===== src/rtl/spi_master_cfg_if.sv =====
// Request and SPI pin bundle for spi_master_cfg.
// The master modport is the controller side; the slave modport is the requester and slave side.
interface spi_master_cfg_if #(
   parameter int DATA_WIDTH = 8,
   parameter int NUM_SS     = 4,
   parameter int DIV_WIDTH  = 8,
   parameter int SEL_WIDTH  = (NUM_SS > 1) ? $clog2(NUM_SS) : 1
);
   logic                  start;
   logic [DATA_WIDTH-1:0] data_in_master;
   logic [SEL_WIDTH-1:0]  ss_sel;
   logic                  cpol;
   logic                  cpha;
   logic                  lsb_first;
   logic [DIV_WIDTH-1:0]  clk_div;
   logic                  miso;
   logic                  sclk_m;
   logic                  mosi;
   logic [NUM_SS-1:0]     ss;
   logic                  busy;
   logic                  finish;
   logic [DATA_WIDTH-1:0] data_out_master;

   modport master (
      input  start, data_in_master, ss_sel, cpol, cpha, lsb_first, clk_div, miso,
      output sclk_m, mosi, ss, busy, finish, data_out_master
   );

   modport slave (
      output start, data_in_master, ss_sel, cpol, cpha, lsb_first, clk_div, miso,
      input  sclk_m, mosi, ss, busy, finish, data_out_master
   );
endinterface


===== src/rtl/spi_master_cfg.sv =====
// SPI master with run-time CPOL/CPHA, SCLK divider and bit order; one transfer per accept.
module spi_master_cfg #(
   parameter int DATA_WIDTH = 8,
   parameter int NUM_SS     = 4,
   parameter int DIV_WIDTH  = 8,
   parameter int SEL_WIDTH  = (NUM_SS > 1) ? $clog2(NUM_SS) : 1
) (
   input logic              clk_m,
   input logic              rst_n,
   spi_master_cfg_if.master bus_io
);
   localparam int EW = $clog2(2 * DATA_WIDTH);

   typedef enum logic [2:0] {IDLE, SETUP, XFER, HOLD, DONE} state_e;

   state_e                state_q, state_d;
   logic [DIV_WIDTH-1:0]  cnt_q, cnt_d, div_q, div_d;
   logic [EW-1:0]         edge_q, edge_d;
   logic [DATA_WIDTH-1:0] tx_q, tx_d, rx_q, rx_d, dout_q, dout_d;
   logic [NUM_SS-1:0]     ss_q, ss_d;
   logic cpol_q, cpol_d, cpha_q, cpha_d, lsb_q, lsb_d;
   logic sclk_q, sclk_d, mosi_q, mosi_d, busy_q, busy_d, fin_q, fin_d;
   logic accept, boundary, leading, last_edge, sample, drive;

   function automatic logic cur_bit(input logic [DATA_WIDTH-1:0] w, input logic lsb);
      return lsb ? w[0] : w[DATA_WIDTH-1];
   endfunction

   function automatic logic [DATA_WIDTH-1:0] shift_out(input logic [DATA_WIDTH-1:0] w,
                                                        input logic lsb);
      return lsb ? {1'b0, w[DATA_WIDTH-1:1]} : {w[DATA_WIDTH-2:0], 1'b0};
   endfunction

   assign accept    = bus_io.start && !busy_q && (int'(bus_io.ss_sel) < NUM_SS);
   assign boundary  = (cnt_q == '0);
   assign leading   = ~edge_q[0];
   assign last_edge = (edge_q == EW'(2 * DATA_WIDTH - 1));
   assign sample    = (edge_q[0] == cpha_q);
   // cpha=0 pre-loads bit 0 at accept, so trailing edges carry the rest (none after the last bit).
   assign drive     = cpha_q ? leading : (!leading && !last_edge);

   always_comb begin
      state_d = state_q;
      cnt_d   = cnt_q;
      div_d   = div_q;
      edge_d  = edge_q;
      tx_d    = tx_q;
      rx_d    = rx_q;
      dout_d  = dout_q;
      ss_d    = ss_q;
      cpol_d  = cpol_q;
      cpha_d  = cpha_q;
      lsb_d   = lsb_q;
      sclk_d  = sclk_q;
      mosi_d  = mosi_q;
      busy_d  = busy_q;
      fin_d   = 1'b0;
      case (state_q)
         IDLE, DONE: begin
            if (state_q == DONE) state_d = IDLE;
            if (accept) begin
               state_d = SETUP;
               cnt_d   = bus_io.clk_div;
               div_d   = bus_io.clk_div;
               edge_d  = '0;
               cpol_d  = bus_io.cpol;
               cpha_d  = bus_io.cpha;
               lsb_d   = bus_io.lsb_first;
               sclk_d  = bus_io.cpol;
               mosi_d  = cur_bit(bus_io.data_in_master, bus_io.lsb_first);
               tx_d    = bus_io.cpha ? bus_io.data_in_master
                                     : shift_out(bus_io.data_in_master, bus_io.lsb_first);
               rx_d    = '0;
               ss_d    = ~(NUM_SS'(1) << bus_io.ss_sel);
               busy_d  = 1'b1;
            end
         end
         SETUP, XFER: begin
            if (boundary) begin
               cnt_d   = div_q;
               sclk_d  = ~sclk_q;
               edge_d  = edge_q + EW'(1);
               state_d = last_edge ? HOLD : XFER;
               if (sample)
                  rx_d = lsb_q ? {bus_io.miso, rx_q[DATA_WIDTH-1:1]}
                               : {rx_q[DATA_WIDTH-2:0], bus_io.miso};
               if (drive) begin
                  mosi_d = cur_bit(tx_q, lsb_q);
                  tx_d   = shift_out(tx_q, lsb_q);
               end
            end else begin
               cnt_d = cnt_q - DIV_WIDTH'(1);
            end
         end
         HOLD: begin
            sclk_d = cpol_q;
            if (boundary) begin
               state_d = DONE;
               ss_d    = '1;
               fin_d   = 1'b1;
               dout_d  = rx_q;
               busy_d  = 1'b0;
            end else begin
               cnt_d = cnt_q - DIV_WIDTH'(1);
            end
         end
         default: state_d = IDLE;
      endcase
   end

   always_ff @(posedge clk_m or negedge rst_n) begin
      if (!rst_n) begin
         state_q <= IDLE;
         cnt_q   <= '0;
         div_q   <= '0;
         edge_q  <= '0;
         tx_q    <= '0;
         rx_q    <= '0;
         dout_q  <= '0;
         ss_q    <= '1;
         cpol_q  <= 1'b0;
         cpha_q  <= 1'b0;
         lsb_q   <= 1'b0;
         sclk_q  <= 1'b0;
         mosi_q  <= 1'b0;
         busy_q  <= 1'b0;
         fin_q   <= 1'b0;
      end else begin
         state_q <= state_d;
         cnt_q   <= cnt_d;
         div_q   <= div_d;
         edge_q  <= edge_d;
         tx_q    <= tx_d;
         rx_q    <= rx_d;
         dout_q  <= dout_d;
         ss_q    <= ss_d;
         cpol_q  <= cpol_d;
         cpha_q  <= cpha_d;
         lsb_q   <= lsb_d;
         sclk_q  <= sclk_d;
         mosi_q  <= mosi_d;
         busy_q  <= busy_d;
         fin_q   <= fin_d;
      end
   end

   assign bus_io.sclk_m          = sclk_q;
   assign bus_io.mosi            = mosi_q;
   assign bus_io.ss              = ss_q;
   assign bus_io.busy            = busy_q;
   assign bus_io.finish          = fin_q;
   assign bus_io.data_out_master = dout_q;
endmodule


===== src/flat_wrapper.sv =====
// flat-port wrapper written by rule: the top's interface ports become plain ports
module spi_master_cfg_flat 
#(
   parameter int DATA_WIDTH = 8,
   parameter int NUM_SS     = 4,
   parameter int DIV_WIDTH  = 8,
   parameter int SEL_WIDTH  = (NUM_SS > 1) ? $clog2(NUM_SS) : 1
)
  (clk_m, rst_n, bus_io_start, bus_io_data_in_master, bus_io_ss_sel, bus_io_cpol, bus_io_cpha, bus_io_lsb_first, bus_io_clk_div, bus_io_miso, bus_io_sclk_m, bus_io_mosi, bus_io_ss, bus_io_busy, bus_io_finish, bus_io_data_out_master);
  spi_master_cfg_if #(.DATA_WIDTH(DATA_WIDTH), .NUM_SS(NUM_SS), .DIV_WIDTH(DIV_WIDTH), .SEL_WIDTH(SEL_WIDTH)) bus_io_i ();
  input logic clk_m;
  input logic rst_n;
  input wire logic [$bits(bus_io_i.start)-1:0] bus_io_start;
  input wire logic [$bits(bus_io_i.data_in_master)-1:0] bus_io_data_in_master;
  input wire logic [$bits(bus_io_i.ss_sel)-1:0] bus_io_ss_sel;
  input wire logic [$bits(bus_io_i.cpol)-1:0] bus_io_cpol;
  input wire logic [$bits(bus_io_i.cpha)-1:0] bus_io_cpha;
  input wire logic [$bits(bus_io_i.lsb_first)-1:0] bus_io_lsb_first;
  input wire logic [$bits(bus_io_i.clk_div)-1:0] bus_io_clk_div;
  input wire logic [$bits(bus_io_i.miso)-1:0] bus_io_miso;
  output wire logic [$bits(bus_io_i.sclk_m)-1:0] bus_io_sclk_m;
  output wire logic [$bits(bus_io_i.mosi)-1:0] bus_io_mosi;
  output wire logic [$bits(bus_io_i.ss)-1:0] bus_io_ss;
  output wire logic [$bits(bus_io_i.busy)-1:0] bus_io_busy;
  output wire logic [$bits(bus_io_i.finish)-1:0] bus_io_finish;
  output wire logic [$bits(bus_io_i.data_out_master)-1:0] bus_io_data_out_master;
  assign bus_io_i.start = bus_io_start;
  assign bus_io_i.data_in_master = bus_io_data_in_master;
  assign bus_io_i.ss_sel = bus_io_ss_sel;
  assign bus_io_i.cpol = bus_io_cpol;
  assign bus_io_i.cpha = bus_io_cpha;
  assign bus_io_i.lsb_first = bus_io_lsb_first;
  assign bus_io_i.clk_div = bus_io_clk_div;
  assign bus_io_i.miso = bus_io_miso;
  assign bus_io_sclk_m = bus_io_i.sclk_m;
  assign bus_io_mosi = bus_io_i.mosi;
  assign bus_io_ss = bus_io_i.ss;
  assign bus_io_busy = bus_io_i.busy;
  assign bus_io_finish = bus_io_i.finish;
  assign bus_io_data_out_master = bus_io_i.data_out_master;
  spi_master_cfg #(.DATA_WIDTH(DATA_WIDTH), .NUM_SS(NUM_SS), .DIV_WIDTH(DIV_WIDTH), .SEL_WIDTH(SEL_WIDTH)) u_core (.clk_m(clk_m), .rst_n(rst_n), .bus_io(bus_io_i));
endmodule

===== config.mk =====
export PLATFORM = sky130hd
export DESIGN_NAME = spi_master_cfg_flat
export DESIGN_NICKNAME = d
export VERILOG_FILES = /design/src/rtl/spi_master_cfg_if.sv /design/src/rtl/spi_master_cfg.sv /design/src/flat_wrapper.sv
export SDC_FILE = /design/constraint.sdc
export NUM_CORES = 1
export LEC_CHECK = 0
export CORE_UTILIZATION = 50
export DETAILED_ROUTE_END_ITERATION = 12
export PLACE_DENSITY_LB_ADDON = 0.12
export SYNTH_ARGS = -nofsm -noshare
export SYNTH_HDL_FRONTEND = slang
export SYNTH_SLANG_ARGS = --single-unit

===== constraint.sdc =====
create_clock -name clk_m -period 2.8 [get_ports clk_m]
set_input_delay 0.84 -clock clk_m [delete_from_list [all_inputs] [get_ports clk_m]]
set_output_delay 0.84 -clock clk_m [all_outputs]
set_load 0.005 [all_outputs]

==> impl_summary.txt, run 1 <==
----------------------------------------------------
[Run status]
  Result of the run ... completed

[Clock tree]
  Max Buffers Root-to-Sink ... 2
  Depth of the CTS H-tree ... 3
  Root buffer selected by CTS ... clkbuf_8
  CTS tree ... built
  Post-CTS clock slew at the launch and capture registers of the worst setup and hold paths ... 80 ps
  Resized cells post-CTS ... 0
  Clock latency on the worst-skew pair ... 340 ps
  Number of buffers inserted by hold repair at cts ... 0
  CTS Buf Count ... 9
  Post CTS Setup Buffer Count ... 0
  TritonCTS Sinks ... 58

[Pwr]
  Switching power as a share of total power ... 22.2%
  Power density over the cells ... 515 nW/um^2
  P_leak ... 1.71 nW
  Switching power total ... 0.439 mW
  Fraction of power consumed by the clock network ... 48.4%
  Proportion of power drawn by flip-flops and latches ... 44.6%
  Internal power component ... 1.54 mW
  Combinational share of power ... 7.0%
  Peak VDD IR ... 0.000317 V

[Floorplanning]
  Die footprint ... 6550 um^2
  Top-Level Pins ... 41
  Core footprint ... 5960 um^2
  Number of cell rows ... 28
  Initial cell density of the core ... 52.3%
  Vert. Die Dim ... 80.9 um
  Die width ... 80.9 um

[GRT]
  Vias in the first global route ... 2414
  Global-route congestion overflow total ... 0
  Antenna violations before repair ... 0
  GRT Resource Usage Total ... 22.6%
  Wire length of the first global-routing pass ... 11300 um
  Maximum number of pins on one net before global-route repair ... 59

[Logic synthesis]
  Most frequently used cell type in the post-synthesis netlist ... nand2_1
  Top cells by count, synth ... nand2_1, dfrtp_1, nor2_1
  Synth area leaders ... dfrtp_1, nand2_1, mux2i_1, dfstp_2, nor2_1
  Post-synth top area share ... 43.4%
  EDFF count, synth ... 0
  Syn Nets ... 360
  Number of distinct library cells after synthesis ... 52
  Total of warnings raised by yosys ... 0
  Cell type with the largest total area after synthesis ... dfrtp_1
  Area of the mapped netlist ... 3110 um^2
  Most used flip-flop cell after synthesis ... dfrtp_1
  Avg Cell Area, Syn ... 9.35 um^2
  FF+latch count, synth ... 58
  Async SR Flop Fraction ... 100%
  Part of the Yosys area used for sequential elements ... 46.8%
  Synthesized instance count ... 333

[Detailed routing]
  DRC ... 0
  Number of antenna-violating nets in the routed design ... 0
  Drt via density ... 5.54
  Number of iterations in the first detailed-routing pass ... 4
  Detailed Route WL ... 6660 um
  Count of routing violations after the opening detailed-route iteration ... 195
  Wire length per cell after detailed routing ... 14.6 um
  Total via count after detailed routing ... 2526

[STA]
  Setup repair after global routing missed its margin ... no
  Least setup slack across all paths after layout ... 286 ps
  Pins over their slew limit ... 0
  Final min period ... 2510 ps
  Hold WS ... 477 ps
  Count of endpoints failing hold in the final timing report ... 0
  Setup violation total in the final timing report ... 0
  Remaining max-slew budget at the tightest pin ... 57.7%
  Measured slew at the worst slew-check pin ... 633 ps
  Top achievable clock speed ... 398 MHz
  Final cycle utilization of the critical path ... 89.8%
  Setup TNS Final ... 0 ps
  Worst clock skew ... 16.6 ps

[Place]
  Count of port buffers added during placement ... 40
  Total placed cells including tap cells ... 440
  HPWL after detailed placement ... 4580 um
  GP Congestion ... 0.806
  Post-Place Setup Slack ... 199 ps

[Run]
  Max-Cap Viols ... 0

[Worst setup path]
  Library cell contributing the largest single delay on the critical path ... or4b_4
  Kind of capture point of the worst setup path ... register
  Most repeated library cell on the critical path ... a211oi_1
  WP data arrival ... 2750 ps
  Buf/Inv on CP ... 2
  Required time at the endpoint of the critical path ... 3040 ps
  Type of the setup path with the least slack ... register to register
  Cell Chain, Critical Path ... inv_1 > ha_1 > or4b_4 > or2_1 > o22ai_2 > buf_4 > a211oi_1 > a211oi_1
  Setup slack, reg-to-reg ... 290 ps
  Critical path's largest stage delay ... 520 ps
  Startpoint type of the worst setup path ... register
  Family with the most delay on the worst path ... simple AND/OR/NAND/NOR gates
  CP max FO ... 9

[Cells and area]
  Sequential cell area ... 1460 um^2
  Count of non-filler cells in the finished layout ... 456
  Fraction of final layout cells sized beyond drive strength 1 ... 13.1%
  Area overhead of the layout relative to synthesis ... 23.6%
  Fill count ... 501
  Number of nets in the layout ... 403
  Antenna diodes ... 0
  Finished Core Util ... 64.6%
  Multi-input logic area ... 1520 um^2

[Hold path]
  Path type of the worst min-delay path ... register to register

----------------------------------------------------
==> placed cells by master, fill, tap and decap left out, drive strengths merged, types with 4 or more instances in the layout <==
cell           netlist  final
o211ai               5      5
a31oi                4      4
mux2                10     10
o22ai                4      4
clkdlybuf4s50        0     39
nand3               14     14
dfstp                4      4
o21ai               18     18
nor3                 7      7
a211oi               9      9
mux2i               23     23
or2                  4      4
dfrtp               54     54
inv                 10     12
nor2                25     25
buf                  6     12
a21oi               15     15
clkbuf              13      9
nand2               68     68
==> tightest hold or removal path: cells and delay by family (launching register included) <==
kind             cells  cell delay [ps]
flip-flops           1              350
AND/OR/NAND/NOR      2              100
==> final timing paths <==
kind                                                              startpoint                                           end  cells past startpoint
worst max-delay path                             u_core.cnt_q[0]$_DFFE_PN0P_                   u_core.cnt_q[3]$_DFFE_PN0P_                      8
worst min-delay path            u_core.bus_io.data_out_master[5]$_DFFE_PN0P_  u_core.bus_io.data_out_master[5]$_DFFE_PN0P_                      2
worst min register to register  u_core.bus_io.data_out_master[5]$_DFFE_PN0P_  u_core.bus_io.data_out_master[5]$_DFFE_PN0P_                      2
min in group asynchronous                                              rst_n                    u_core.tx_q[6]$_DFFE_PN0P_                      2
worst max register to register                   u_core.cnt_q[0]$_DFFE_PN0P_                   u_core.cnt_q[3]$_DFFE_PN0P_                      8
max in group asynchronous                                              rst_n               u_core.bus_io.ss[2]$_DFFE_PN1P_                      2
==> logic make-up (layout without fill, tap and decap cells) <==
logic type | after synthesis | count (layout) | synth area share [%]
multiplexers | 33 | 33 | 11.0
XOR/XNOR | 5 | 5 | 1.41
AND/OR/NAND/NOR | 134 | 134 | 20.4
flip-flops | 58 | 58 | 46.8
AO/OA/AOI/OAI | 72 | 72 | 15.1
buffers and inverters | 29 | 77 | 4.46
adder cells (fa/ha/maj) | 2 | 2 | 0.803
==> layer usage <==
layer	track usage, %	routed length [um]
met5	0	0
met4	9.11	77
met3	4.38	294
met2	35.1	3120
met1	31.1	3170
==> final cells by class <==
type | count | share of cell area (%)
timing repair buffer | 51 | 12.7
clock buffer | 9 | 3.22
inverter | 10 | 1.04
clock inverter | 7 | 3.25
multi-input combinational | 246 | 39.5
sequential | 58 | 37.8
tap | 75 | 2.44
==> power groups by stage <==
stage          registers (mW)  clock network [mW]  logic [mW]
3_3_place_gp            0.898                   0       0.139
5_1_grt                 0.886                1.02       0.157
4_1_cts                 0.883               0.977       0.142
3_5_place_dp            0.899                   0       0.141
2_1_floorplan           0.893                   0      0.0633
6_report                0.883               0.959       0.140
==> sequential cells by signal, indices dropped and copies added (netlist names) <==
signal	cells
u_core.bus_io.data_out_master	8
u_core.cpha_q	1
u_core.bus_io.busy	1
u_core.bus_io.mosi	1
u_core.rx_q	8
u_core.edge_q	4
u_core.state_q	3
u_core.lsb_q	1
u_core.cnt_q	8
u_core.tx_q	8
u_core.cpol_q	1
u_core.bus_io.ss	4
u_core.div_q	8
u_core.bus_io.sclk_m	1
u_core.bus_io.finish	1
==> through the flow <==
step           total power, mW  instance area, um^2
2_1_floorplan            0.956                 3110
3_3_place_gp              1.04                 3600
3_5_place_dp              1.04                 3600
4_1_cts                   2.00                 3850
5_1_grt                   2.06                 3850
6_report                  1.98                 3850
No activity file was read; power rests on OpenSTA's default activity.
==> run 2: changes to the inputs <==
--- a/config.mk
+++ b/config.mk
@@ -5,6 +5,7 @@
 export SDC_FILE = /design/constraint.sdc
 export NUM_CORES = 1
 export LEC_CHECK = 0
+export CORE_MARGIN = 2
 export CORE_UTILIZATION = 50
 export DETAILED_ROUTE_END_ITERATION = 12
 export PLACE_DENSITY_LB_ADDON = 0.12
==> constraint.sdc (replaced) <==
create_clock -name clk_m -period 3.1 [get_ports clk_m]
set_input_delay 0.93 -clock clk_m [delete_from_list [all_inputs] [get_ports clk_m]]
set_output_delay 0.93 -clock clk_m [all_outputs]
set_load 0.05 [all_outputs]
==> run 2 against run 1 <==
  * Global-route usage shrank 2.2 points
  * Combinational power grew 3%
  * Count of clock-buffer cells in the layout is the same
  * Worst hold slack lost 2.7 ps
  * Final area shrank 0.52%
  * Critical endpoint is now bus_io_ss[0]
==> impl_summary.txt, run 2 (synthesis gave the netlist of run 1 again) <==
----------------------------------------------------
[STA]
  Top achievable clock speed ... 384 MHz
  Hold WS ... 474 ps
  Final min period ... 2610 ps
  Final cycle utilization of the critical path ... 84.0%
  Setup TNS Final ... 0 ps
  Worst clock skew ... 11.7 ps
  Measured slew at the worst slew-check pin ... 574 ps
  Setup violation total in the final timing report ... 0
  Remaining max-slew budget at the tightest pin ... 61.4%
  Count of endpoints failing hold in the final timing report ... 0
  Least setup slack across all paths after layout ... 495 ps
  Pins over their slew limit ... 0
  Setup repair after global routing missed its margin ... no

[Worst setup path]
  Family with the most delay on the worst path ... buffers and inverters
  Worst flop-to-flop path startpoint ... u_core.cnt_q[0]$_DFFE_PN0P_
  Required time at the endpoint of the critical path ... 2170 ps
  Critical path's largest stage delay ... 800 ps
  CP max FO ... 2
  Setup slack, reg-to-reg ... 550 ps
  Buf/Inv on CP ... 1
  Worst Reg-to-Reg Cells ... 8
  WP data arrival ... 1680 ps
  Library cell contributing the largest single delay on the critical path ... clkdlybuf4s50_1
  Worst R2R End ... u_core.bus_io.ss[1]$_DFFE_PN1P_
  Cell Chain, Critical Path ... clkdlybuf4s50_1
  Startpoint type of the worst setup path ... register
  Kind of capture point of the worst setup path ... primary output
  Type of the setup path with the least slack ... register to primary output

[Hold path]
  Hold Path Origin ... u_core.bus_io.data_out_master[5]$_DFFE_PN0P_
  Worst Hold Path EP ... u_core.bus_io.data_out_master[5]$_DFFE_PN0P_
  Number of cells traversed by the worst hold path ... 2
  Path type of the worst min-delay path ... register to register

[Cells and area]
  Number of nets in the layout ... 402
  Fraction of final layout cells sized beyond drive strength 1 ... 12.9%
  Area overhead of the layout relative to synthesis ... 22.9%
  Antenna diodes ... 0
  Fill count ... 522
  Highest-count cells in the layout ignoring fill and taps ... nand2_1, dfrtp_1, clkdlybuf4s50_1
  Leading cell type in the layout, fill and taps excluded ... nand2_1
  Count of non-filler cells in the finished layout ... 455
  Final cell area excluding filler cells ... 3830 um^2
  Finished Core Util ... 64.3%

[Clock tree]
  Depth of the CTS H-tree ... 3
  CTS Buf Count ... 9
  Root buffer selected by CTS ... clkbuf_8
  Post-CTS clock slew at the launch and capture registers of the worst setup and hold paths ... 80 ps
  Resized cells post-CTS ... 0
  CTS tree ... built
  Post CTS Setup Buffer Count ... 0
  Number of buffers inserted by hold repair at cts ... 0
  TritonCTS Sinks ... 58
  Max Buffers Root-to-Sink ... 2
  Clock latency on the worst-skew pair ... 340 ps

[Run]
  Max-Cap Viols ... 0

[Floorplanning]
  Top-Level Pins ... 41
  Number of cell rows ... 28
  Vert. Die Dim ... 82.9 um
  Die footprint ... 6880 um^2
  Core footprint ... 5960 um^2
  Initial cell density of the core ... 52.3%
  Die width ... 82.9 um

[Detailed routing]
  Number of iterations in the first detailed-routing pass ... 4
  Drt via density ... 5.58
  Number of antenna-violating nets in the routed design ... 0
  Count of routing violations after the opening detailed-route iteration ... 181
  Total via count after detailed routing ... 2539
  DRC ... 0
  Detailed Route WL ... 6640 um
  Wire length per cell after detailed routing ... 14.6 um

[Pwr]
  Peak VDD IR ... 0.000319 V
  Total power consumption of the routed design ... 1.82 mW
  Power density over the cells ... 474 nW/um^2
  P_leak ... 1.70 nW

[Place]
  Total placed cells including tap cells ... 439
  Post-Place Setup Slack ... 398 ps
  HPWL after detailed placement ... 4740 um
  Instance area after placement ... 3580 um^2
  Count of port buffers added during placement ... 40
  GP Congestion ... 0.807

[GRT]
  Antenna violations before repair ... 0
  Global-route congestion overflow total ... 0
  Wire length of the first global-routing pass ... 11600 um
  Maximum number of pins on one net before global-route repair ... 26
  GRT Resource Usage Total ... 20.5%
  Vias in the first global route ... 2382

[Run status]
  Result of the run ... completed

----------------------------------------------------
## run 2: per-layer routing
metal | up-vias | GRT usage (%) | wire length (um)
met3 | 11 | 4.47 | 261
met5 | - | 0 | 0
met4 | 0 | 7.15 | 88
met1 | 1206 | 28.8 | 3250
met2 | 58 | 31.4 | 3040
li1 | 1264 | - | -
## run 2: worst max-delay path by stage
stage / slack (ps) / from / end / cells past startpoint
6_report: 490 / u_core.bus_io.ss[0]$_DFFE_PN1P_ / bus_io_ss[0] / 1
5_1_grt: 440 / u_core.cnt_q[0]$_DFFE_PN0P_ / u_core.bus_io.ss[1]$_DFFE_PN1P_ / 8
4_1_cts: 480 / u_core.bus_io.ss[0]$_DFFE_PN1P_ / bus_io_ss[0] / 1
3_5_place_dp: 400 / bus_io_lsb_first / u_core.tx_q[1]$_DFFE_PN0P_ / 6
3_3_place_gp: 430 / bus_io_lsb_first / u_core.tx_q[1]$_DFFE_PN0P_ / 6
2_1_floorplan: 890 / u_core.cnt_q[0]$_DFFE_PN0P_ / u_core.cnt_q[4]$_DFFE_PN0P_ / 9
## run 2: final cells by class
| type | instances | area (um^2) | area share (%) |
|---|---|---|---|
| timing repair buffer | 50 | 470 | 12.3 |
| sequential | 58 | 1460 | 38.0 |
| clock buffer | 9 | 124 | 3.24 |
| inverter | 10 | 40.0 | 1.05 |
| clock inverter | 7 | 125 | 3.27 |
| multi-input combinational | 246 | 1520 | 39.7 |
| tap | 75 | 93.8 | 2.45 |
## run 2: report_power, final
part	total (mW)	switching (mW)	internal, mW
clock	0.875	0.333	0.542
combinational	0.144	0.0742	0.0696
sequential	0.798	0.0171	0.780
==> run 3: changes to the inputs <==
==> constraint.sdc (replaced) <==
create_clock -name clk_m -period 2.3 [get_ports clk_m]
set_input_delay 0.69 -clock clk_m [delete_from_list [all_inputs] [get_ports clk_m]]
set_output_delay 0.69 -clock clk_m [all_outputs]
set_load 0.05 [all_outputs]
==> run 3 against run 2 <==
  * Clock skew decreased by 2.7 ps
  * Clock power increased by 23%
  * Non-clock buffer count increased by 16
  * Final area increased by 4.0%
  * Count of clock-buffer cells in the layout increased by 3
  * Final cell count increased by 3.5%
  * Global-route usage increased by 1.5 points
  * Critical path depth increased by 7
  * Flip-flop and latch count unchanged
  * Worst setup slack got worse by 420 ps
  * Sequential share of layout area decreased by 1.5 points
  * Critical endpoint is now u_core.bus_io.data_out_master[1]$_DFFE_PN0P_
==> impl_summary.txt, run 3 (synthesis gave the netlist of run 1 again) <==
----------------------------------------------------
[STA]
  Final cycle utilization of the critical path ... 96.6%
  Pins over their slew limit ... 0
  Final min period ... 2220 ps
  Worst clock skew ... 9.04 ps
  Setup violation total in the final timing report ... 0
  Hold WS ... 336 ps
  Top achievable clock speed ... 450 MHz
  Remaining max-slew budget at the tightest pin ... 46.0%
  Setup TNS Final ... 0 ps
  Count of endpoints failing hold in the final timing report ... 0
  Measured slew at the worst slew-check pin ... 809 ps

[Run status]
  Result of the run ... completed

[Worst setup path]
  WP data arrival ... 2450 ps
  Type of the setup path with the least slack ... register to register
  Worst flop-to-flop path startpoint ... u_core.cnt_q[0]$_DFFE_PN0P_
  Worst R2R End ... u_core.bus_io.data_out_master[1]$_DFFE_PN0P_
  Kind of capture point of the worst setup path ... register
  Startpoint type of the worst setup path ... register
  CP max FO ... 9
  Required time at the endpoint of the critical path ... 2530 ps
  Worst Reg-to-Reg Cells ... 8
  Setup slack, reg-to-reg ... 80 ps

[Floorplanning]
  Initial cell density of the core ... 52.3%
  Top-Level Pins ... 41
  Vert. Die Dim ... 82.9 um
  Die width ... 82.9 um
  Number of cell rows ... 28
  Die footprint ... 6880 um^2
  Core footprint ... 5960 um^2

[Clock tree]
  Post-CTS clock slew at the launch and capture registers of the worst setup and hold paths ... 70 ps
  CTS Buf Count ... 9
  TritonCTS Sinks ... 58
  Depth of the CTS H-tree ... 3
  CTS tree ... built
  Max Buffers Root-to-Sink ... 2
  Root buffer selected by CTS ... clkbuf_8
  Clock latency on the worst-skew pair ... 340 ps

[Place]
  HPWL after detailed placement ... 4860 um
  Instance area after placement ... 3690 um^2
  GP Congestion ... 0.819
  Count of port buffers added during placement ... 40

[Detailed routing]
  Wire length per cell after detailed routing ... 14.7 um
  Drt via density ... 5.55
  DRC ... 0
  Total via count after detailed routing ... 2616
  Count of routing violations after the opening detailed-route iteration ... 105
  Detailed Route WL ... 6910 um
  Number of antenna-violating nets in the routed design ... 0
  Number of iterations in the first detailed-routing pass ... 4

[Cells and area]
  Finished Core Util ... 66.8%
  Area overhead of the layout relative to synthesis ... 27.8%
  Highest-count cells in the layout ignoring fill and taps ... nand2_1, dfrtp_1, clkdlybuf4s50_1
  Antenna diodes ... 0
  Number of nets in the layout ... 418
  Leading cell type in the layout, fill and taps excluded ... nand2_1
  Final cell area excluding filler cells ... 3980 um^2
  Fraction of final layout cells sized beyond drive strength 1 ... 18.4%

[Run]
  Max-Cap Viols ... 0

[Hold path]
  Path type of the worst min-delay path ... primary input to asynchronous set/reset pin

[Pwr]
  Total power consumption of the routed design ... 2.36 mW
  Power density over the cells ... 593 nW/um^2
  Peak VDD IR ... 0.000409 V
  P_leak ... 1.79 nW

[GRT]
  Antenna violations before repair ... 0
  Maximum number of pins on one net before global-route repair ... 59
  Wire length of the first global-routing pass ... 12300 um
  Vias in the first global route ... 2650
  GRT Resource Usage Total ... 21.9%
  Global-route congestion overflow total ... 0

----------------------------------------------------
run 3: cell count changes in the layout (fill, tap and decap cells not counted), moves of 2 or more:
cell / change
clkbuf_8: +2
inv_6: -2
buf_4: +18
clkdlybuf4s50_1: -5
buf_12: +2
run 3: through the flow:
step                instances  setup WS [ps]
finish                    471           77.6
global route              471          -48.5
CTS                       469           4.37
detailed placement        452          -57.1
global placement          452          -38.9
floorplan                 333           90.1
run 3: timing repair:
item,in CTS,in global routing
setup endpoints to repair,1,30
setup buffers,1,2
gates cloned,0,0
endpoints found under the hold margin,0,0
hold buffers,0,0
gates resized for setup,1,8
pin swaps,1,1
run 3: worst max path at each step:
stage,start,slack [ps],depth (start not counted),to
5_1_grt,u_core.cnt_q[0]$_DFFE_PN0P_,-50,8,u_core.state_q[0]$_DFFE_PN0P_
2_1_floorplan,u_core.cnt_q[0]$_DFFE_PN0P_,90,9,u_core.cnt_q[4]$_DFFE_PN0P_
3_5_place_dp,bus_io_start,-60,5,u_core.tx_q[4]$_DFFE_PN0P_
3_3_place_gp,bus_io_start,-40,5,u_core.tx_q[6]$_DFFE_PN0P_
4_1_cts,u_core.cnt_q[0]$_DFFE_PN0P_,4,6,u_core.tx_q[2]$_DFFE_PN0P_
6_report,u_core.cnt_q[0]$_DFFE_PN0P_,80,8,u_core.bus_io.data_out_master[1]$_DFFE_PN0P_
run 3: cell type report:
class | instances | area (um^2)
clock buffer | 12 | 155
clock inverter | 4 | 73.8
fill | 496 | 1970
inverter | 10 | 42.5
multi-input combinational | 246 | 1550
sequential | 58 | 1460
tap | 75 | 93.8
timing repair buffer | 66 | 607
run 3: critical path, cell delays in order (launching register included):
cell and delay, ps:
dfrtp_1 410, inv_2 80, ha_2 190, or4b_4 500
or2_1 300, or2_1 310, buf_4 190, nand2_1 70
nand2_1 60
run 3: report_power, final:
group          internal (mW)  total [mW]  switching (mW)  leakage, nW
logic                 0.0987       0.202           0.103        0.983
clock network          0.670        1.08           0.413        0.117
registers               1.05        1.08          0.0232        0.690
run 3: metal layers:
| layer | up-vias | track usage [%] | part of all wire [%] |
|---|---|---|---|
| met3 | 11 | 4.57 | 3.5 |
| li1 | 1291 | - | - |
| met4 | 0 | 9.09 | 1.7 |
| met1 | 1261 | 29.4 | 46 |
| met2 | 53 | 34.7 | 49 |
| met5 | - | 0 | 0 |
